[src/rtl/cic_decim_mc.sv]
// Multi-channel CIC decimator: N integrators, N pipelined combs, self-generated
// decimation strobe, gain normalisation with rounding/saturation, flush on rate change.
module cic_decim_mc #(
    parameter int BW_IN         = 16,
    parameter int BW_OUT        = 16,
    parameter int N             = 4,
    parameter int LOG2_MAX_RATE = 7,
    parameter int NCH           = 2
) (
    input  logic                     clock,
    input  logic                     reset_n,
    input  logic                     enable,
    input  logic [LOG2_MAX_RATE-1:0] rate,
    input  logic                     strobe_in,
    input  logic [NCH*BW_IN-1:0]     signal_in,
    output logic                     strobe_out,
    output logic [NCH*BW_OUT-1:0]    signal_out,
    output logic                     overflow
);
    localparam int W  = BW_IN + N*LOG2_MAX_RATE;
    localparam int FW = $clog2(N+1);
    localparam logic signed [W:0] ONE  = (W+1)'(1);
    localparam logic signed [W:0] VMAX = (W+1)'((longint'(1) <<< (BW_OUT-1)) - 1);
    localparam logic signed [W:0] VMIN = ~VMAX;

    // ceil(log2(rate+1)), with D=1 giving 0
    function automatic int clog2_d(input logic [LOG2_MAX_RATE-1:0] r);
        int d;
        int k;
        d = int'(r) + 1;
        k = 0;
        for (int i = 0; i < LOG2_MAX_RATE; i++)
            if ((1 << i) < d) k = i + 1;
        return k;
    endfunction

    // Returns {saturated, value}; rounds half up before clipping.
    function automatic logic [BW_OUT:0] round_sat(input logic signed [W-1:0] c, input int s);
        logic signed [W:0] t;
        t = {c[W-1], c};
        if (s > 0)
            t = (t + (ONE <<< (s-1))) >>> s;
        if (t > VMAX)
            return {1'b1, VMAX[BW_OUT-1:0]};
        else if (t < VMIN)
            return {1'b1, VMIN[BW_OUT-1:0]};
        else
            return {1'b0, t[BW_OUT-1:0]};
    endfunction

    logic signed [W-1:0]        in_ext   [NCH];
    logic signed [W-1:0]        integ    [NCH][N];
    logic [LOG2_MAX_RATE-1:0]   rate_l;
    logic [LOG2_MAX_RATE-1:0]   cnt;
    logic [FW-1:0]              flush;
    logic                       tick_p0;
    logic signed [W-1:0]        samp_p1  [NCH];
    logic                       vld_p1;
    logic signed [W-1:0]        comb_x   [NCH][N];
    logic signed [W-1:0]        comb_y   [NCH][N];
    logic signed [W-1:0]        comb_dly [NCH][N];
    logic [N-1:0]               comb_vld;
    logic [N-1:0]               comb_in_vld;
    logic [NCH*BW_OUT-1:0]      norm_val;
    logic                       norm_ovf;
    logic [BW_OUT:0]            rs;
    logic                       strobe_q;
    logic                       ovf_q;
    logic                       rate_chg;
    int                         norm_s;

    always_comb begin
        for (int ch = 0; ch < NCH; ch++)
            in_ext[ch] = W'($signed(signal_in[ch*BW_IN +: BW_IN]));
    end

    always_comb begin
        comb_in_vld = '0;
        comb_in_vld[0] = vld_p1;
        for (int k = 1; k < N; k++)
            comb_in_vld[k] = comb_vld[k-1];
        for (int ch = 0; ch < NCH; ch++) begin
            comb_x[ch][0] = samp_p1[ch];
            for (int k = 1; k < N; k++)
                comb_x[ch][k] = comb_y[ch][k-1];
        end
    end

    always_comb begin
        rs       = '0;
        norm_val = '0;
        norm_ovf = 1'b0;
        norm_s   = N * clog2_d(rate_l) + BW_IN - BW_OUT;
        for (int ch = 0; ch < NCH; ch++) begin
            rs = round_sat(comb_y[ch][N-1], norm_s);
            norm_val[ch*BW_OUT +: BW_OUT] = rs[BW_OUT-1:0];
            norm_ovf = norm_ovf | rs[BW_OUT];
        end
    end

    assign rate_chg = (rate != rate_l);

    always_ff @(posedge clock or negedge reset_n) begin
        if (!reset_n) begin
            for (int ch = 0; ch < NCH; ch++) begin
                samp_p1[ch] <= '0;
                for (int k = 0; k < N; k++) begin
                    integ[ch][k]    <= '0;
                    comb_y[ch][k]   <= '0;
                    comb_dly[ch][k] <= '0;
                end
            end
            rate_l     <= '0;
            cnt        <= '0;
            flush      <= '0;
            tick_p0    <= 1'b0;
            vld_p1     <= 1'b0;
            comb_vld   <= '0;
            strobe_q   <= 1'b0;
            ovf_q      <= 1'b0;
            signal_out <= '0;
        end else if (enable) begin
            // integrators run regardless of rate changes
            if (strobe_in) begin
                for (int ch = 0; ch < NCH; ch++) begin
                    integ[ch][0] <= integ[ch][0] + in_ext[ch];
                    for (int k = 1; k < N; k++)
                        integ[ch][k] <= integ[ch][k] + integ[ch][k-1];
                end
            end
            if (rate_chg) begin
                rate_l   <= rate;
                cnt      <= rate;
                flush    <= FW'(N);
                tick_p0  <= 1'b0;
                vld_p1   <= 1'b0;
                comb_vld <= '0;
                strobe_q <= 1'b0;
                ovf_q    <= 1'b0;
                for (int ch = 0; ch < NCH; ch++)
                    for (int k = 0; k < N; k++) begin
                        comb_y[ch][k]   <= '0;
                        comb_dly[ch][k] <= '0;
                    end
            end else begin
                // p0: decimation tick
                tick_p0 <= strobe_in && (cnt == '0);
                if (strobe_in)
                    cnt <= (cnt == '0) ? rate_l : cnt - LOG2_MAX_RATE'(1);
                // p1: sample last integrator
                vld_p1 <= tick_p0;
                if (tick_p0)
                    for (int ch = 0; ch < NCH; ch++)
                        samp_p1[ch] <= integ[ch][N-1];
                // comb stages: one token-gated register each
                comb_vld <= comb_in_vld;
                for (int ch = 0; ch < NCH; ch++)
                    for (int k = 0; k < N; k++)
                        if (comb_in_vld[k]) begin
                            comb_y[ch][k]   <= comb_x[ch][k] - comb_dly[ch][k];
                            comb_dly[ch][k] <= comb_x[ch][k];
                        end
                // output stage: normalise, or swallow while flushing
                strobe_q <= 1'b0;
                ovf_q    <= 1'b0;
                if (comb_vld[N-1]) begin
                    if (flush != '0) begin
                        flush <= flush - FW'(1);
                    end else begin
                        strobe_q   <= 1'b1;
                        ovf_q      <= norm_ovf;
                        signal_out <= norm_val;
                    end
                end
            end
        end else begin
            strobe_q <= 1'b0;
            ovf_q    <= 1'b0;
        end
    end

    assign strobe_out = strobe_q & enable;
    assign overflow   = ovf_q & enable;

endmodule

[config.mk]
export PLATFORM = sky130hd
export DESIGN_NAME = cic_decim_mc
export DESIGN_NICKNAME = d
export VERILOG_FILES = /design/src/rtl/cic_decim_mc.sv
export SDC_FILE = /design/constraint.sdc
export NUM_CORES = 2
export LEC_CHECK = 0
export ABC_CLOCK_PERIOD_IN_PS = 14750
export CORE_AREA = 2 2 492 494
export DETAILED_ROUTE_END_ITERATION = 16
export DIE_AREA = 0 0 494 496
export MAX_ROUTING_LAYER = met4
export PLACE_DENSITY = 0.47
export SYNTH_ARGS = -nofsm -noshare
export SYNTH_HDL_FRONTEND = slang
export SYNTH_SLANG_ARGS = --single-unit
[constraint.sdc]
create_clock -name clock -period 14.75 [get_ports clock]
set_input_delay 2.95 -clock clock [delete_from_list [all_inputs] [get_ports clock]]
set_output_delay 2.95 -clock clock [all_outputs]
set_load 0.1 [all_outputs]
==> metrics.md <==
| Metric | Value |
|---|---|
| Status | `complete, no violations` |
| Distinct cell type count after synthesis | `107` |
| Via count | `66,980` |
| Max VDD drop | `109 uV` |
| Worst-Skew Late Latency | `0.81 ns` |
| Vias in the first global route | `66,129` |
| Flop and latch count out of synthesis | `1,201` |
| Max-slew headroom | `7.35%` |
| Global router's overall resource usage | `19.6%` |
| Final Core Density | `38.7%` |
| Area leader, netlist | `dfrtp_1` |
| CP peak stage delay | `0.97 ns` |
| Met2 Use GR | `30.7%` |
| Setup TNS | `0 ns` |
| Finish-stage setup viols | `0` |
| Core area | `240,000 um2` |
| Die Area | `245,000 um2` |
| Crit. End Element | `flop` |
| TritonCTS clock tree | `yes` |
| Rows | `180` |
| Routed wire length | `235 mm` |
| Top cells by area, synth | `dfrtp_1 36%, ha_1 11%, o21ai_0 5.7%` |
| Hold Vio Cnt, Final | `0` |
| Setup slack at placement | `4.18 ns` |
| Post-route ant nets | `0` |
| Post-synthesis cell count | `9,531` |
| YS warnings | `0` |
| Clock Sinks | `1,201` |
| CTS resizes | `0` |
| Top_reg_cell synth | `dfrtp_1` |
| PwrDens | `144 nW/um2` |
| Post-route cell area | `92,600 um2` |
| Initial DRC Count | `3,511` |
| Setup ws final | `4.00 ns` |
| Largest net degree at the start of global routing | `255` |
| Total CTS buffers | `152` |
| CP Launch Type | `flop` |
| Longest Clk Path Bufs | `3` |
| Hold buffers post-CTS | `0` |
| Crit Path Max Fanout | `35` |
| Syn Area/Cell | `8.76 um2` |
| Worst min path class | `reg2reg` |
| Crit path max-delay cell type | `a31oi_2` |
| Hold path cells | `1` |
| Synthesized area | `83,500 um2` |
| Slew Viols, Final | `0` |
| Area post-placement | `87,600 um2` |
| GR Util met1 | `26.9%` |
| Port-buffer cells | `76` |
| Tmin final | `10.75 ns` |
| DRC viols | `0` |
| Reg clk slew, reported paths | `0.05 ns` |
| Slew @ Worst Pin | `1.38 ns` |
| Inst Count DP | `12,493` |
| Initial Utilization | `34.8%` |
| Layout Nets | `10,238` |
| Max Freq | `93.0 MHz` |
| CTS H-Tree Depth | `4` |
| Max-cap check violation count | `0` |
| Top-area cell type share of the netlist area | `36.0%` |
| DP HPWL | `176 mm` |
| Layout Cells excl Fill | `12,764` |
| Avg WL per Cell | `18.4 um` |
| R2R depth | `29` |
| Drt via density | `5.25` |
| CP Data Required Time | `15.39 ns` |
| Critical path class | `reg2reg` |
| Worst Skew | `0.0361 ns` |
| Die Wd | `494 um` |
| First-pass iteration count of the detailed router | `6` |
| Fin Hold WS | `0.475 ns` |
| Post CTS Setup Buffer Count | `0` |
| Share of cells above drive strength 1 | `5.68%` |
| WP data arrival | `11.40 ns` |
| Area Overhead vs Synth | `11.0%` |
| Number of synthesized flops with an enable pin | `0` |
| CP most frequent cell | `ha_1` |
| Global route overflow | `0` |
| Total Power | `13.3 mW` |
| Busiest grt layer | `met2` |
| Met3 GRT Util | `2.28%` |
| Gpl congestion | `0.904` |
| Fill count | `24,097` |
| RSZ-0062 raised after global routing | `no` |
| CTS root buffer | `clkbuf_16` |
| Crit share post-route | `72.9%` |
| Register-to-register setup slack | `4.00 ns` |
| Initial antenna violation count | `4` |
| Post-synth ARST share | `100%` |
| Sequential share of the synthesized area | `36.0%` |
| Leak | `41.6 nW` |
| First-pass GRT wire length | `379 mm` |
| Io pins | `77` |
| Die H | `496 um` |
registers in the layout, summed over array words and instances, names as in the netlist:
register	count
comb_dly	352
comb_x	352
integ	352
comb_y	88
signal_out	32
cnt	7
rate_l	7
comb_vld	4
flush	3
ovf_q	1
strobe_q	1
tick_p0	1
vld_p1	1
final timing paths:
| check | start | endpoint |
|---|---|---|
| setup / recovery | rate_l[1]$_DFFE_PN0P_ | ovf_q$_DFF_PN0_ |
| hold / removal | integ[43]$_DFFE_PN0P_ | integ[43]$_DFFE_PN0P_ |
| setup reg to reg | rate_l[1]$_DFFE_PN0P_ | ovf_q$_DFF_PN0_ |
| hold reg to reg | integ[43]$_DFFE_PN0P_ | integ[43]$_DFFE_PN0P_ |
| max in group asynchronous | reset_n | integ[48]$_DFFE_PN0P_ |
| min in group asynchronous | reset_n | comb_y[178]$_DFFE_PN0P_ |
synth_stat cells (25+ instances only):
cell type and number:
ha_1 717, and2_1 68, a21boi_0 26, nand4_1 48, o211ai_1 67, nor2_1 498
nand2b_1 143, xor2_1 325, nor4_1 30, dfrtp_1 1201, o21ai_0 944, or3_1 68
o31ai_1 94, and3_1 92, nor2b_1 87, a211o_1 35, clkbuf_1 321, nor3_1 206
a31oi_1 80, mux2_2 101, a21o_1 239, a22o_1 382, or2_2 34, xnor2_1 310
mux2i_1 50, a211oi_1 109, nand3_1 190, nand2_1 1170, o41ai_1 28, o21bai_1 65
o21a_1 115, a32o_1 25, o22ai_1 30, inv_1 530, buf_1 42, a21oi_1 595
kinds of logic after synthesis:
family / after synthesis / share of synthesized area, %
DFF: 1201 / 36.0
muxes: 151 / 1.96
AOI/OAI and AO/OA: 3148 / 24.8
and+or+nand+nor: 2736 / 15.2
xor gates and xnor gates: 635 / 6.66
buffers and inverters: 925 / 4.23
other: 1 / 0.00449
adders and majority gates: 734 / 11.1
layout by cell type (no fill, tap or decap), types with 115 or more instances in the layout:
cell	n
nand2_1	1162
nand3_1	189
inv_1	530
clkbuf_16	154
o21ai_0	944
a22o_1	382
o21a_1	115
a21oi_1	595
xor2_1	325
ha_1	716
nor2_1	493
dfrtp_1	1201
xnor2_1	310
a21o_1	239
nand2b_1	143
nor3_1	205
area by class of cell:
type                    count  area (um2)  area share, %
repair buffers            162        1520           1.64
inverters                 535        2010           2.17
well taps                3185        3990           4.30
clock inverters            44         583          0.629
diodes                      6        15.0         0.0162
flip-flops and latches   1201       30100           32.4
multi-input cells        7410       50100           54.0
clock buffers             221        4430           4.78
metal layers:
layer / share of wire (%) / wire (um)
met5: 0 / 0
met4: 2.4 / 5580
met3: 2.9 / 6860
met2: 45 / 105000
met1: 50 / 118000
report_power, final:
group / internal (mW) / switching (mW)
Combinational: 2.34 / 3.02
Clock: 2.22 / 1.50
Sequential: 3.77 / 0.494
Total: 8.34 / 5.01
critical path: cells and delay by family, from the launching register on:
family	cells	cell delay (ns)
compound gates	10	4.16
fa+ha+maj	4	1.39
buf+inv	3	0.82
flops	1	0.56
simple gates	12	3.63
(Power assumes the default switching activity.)
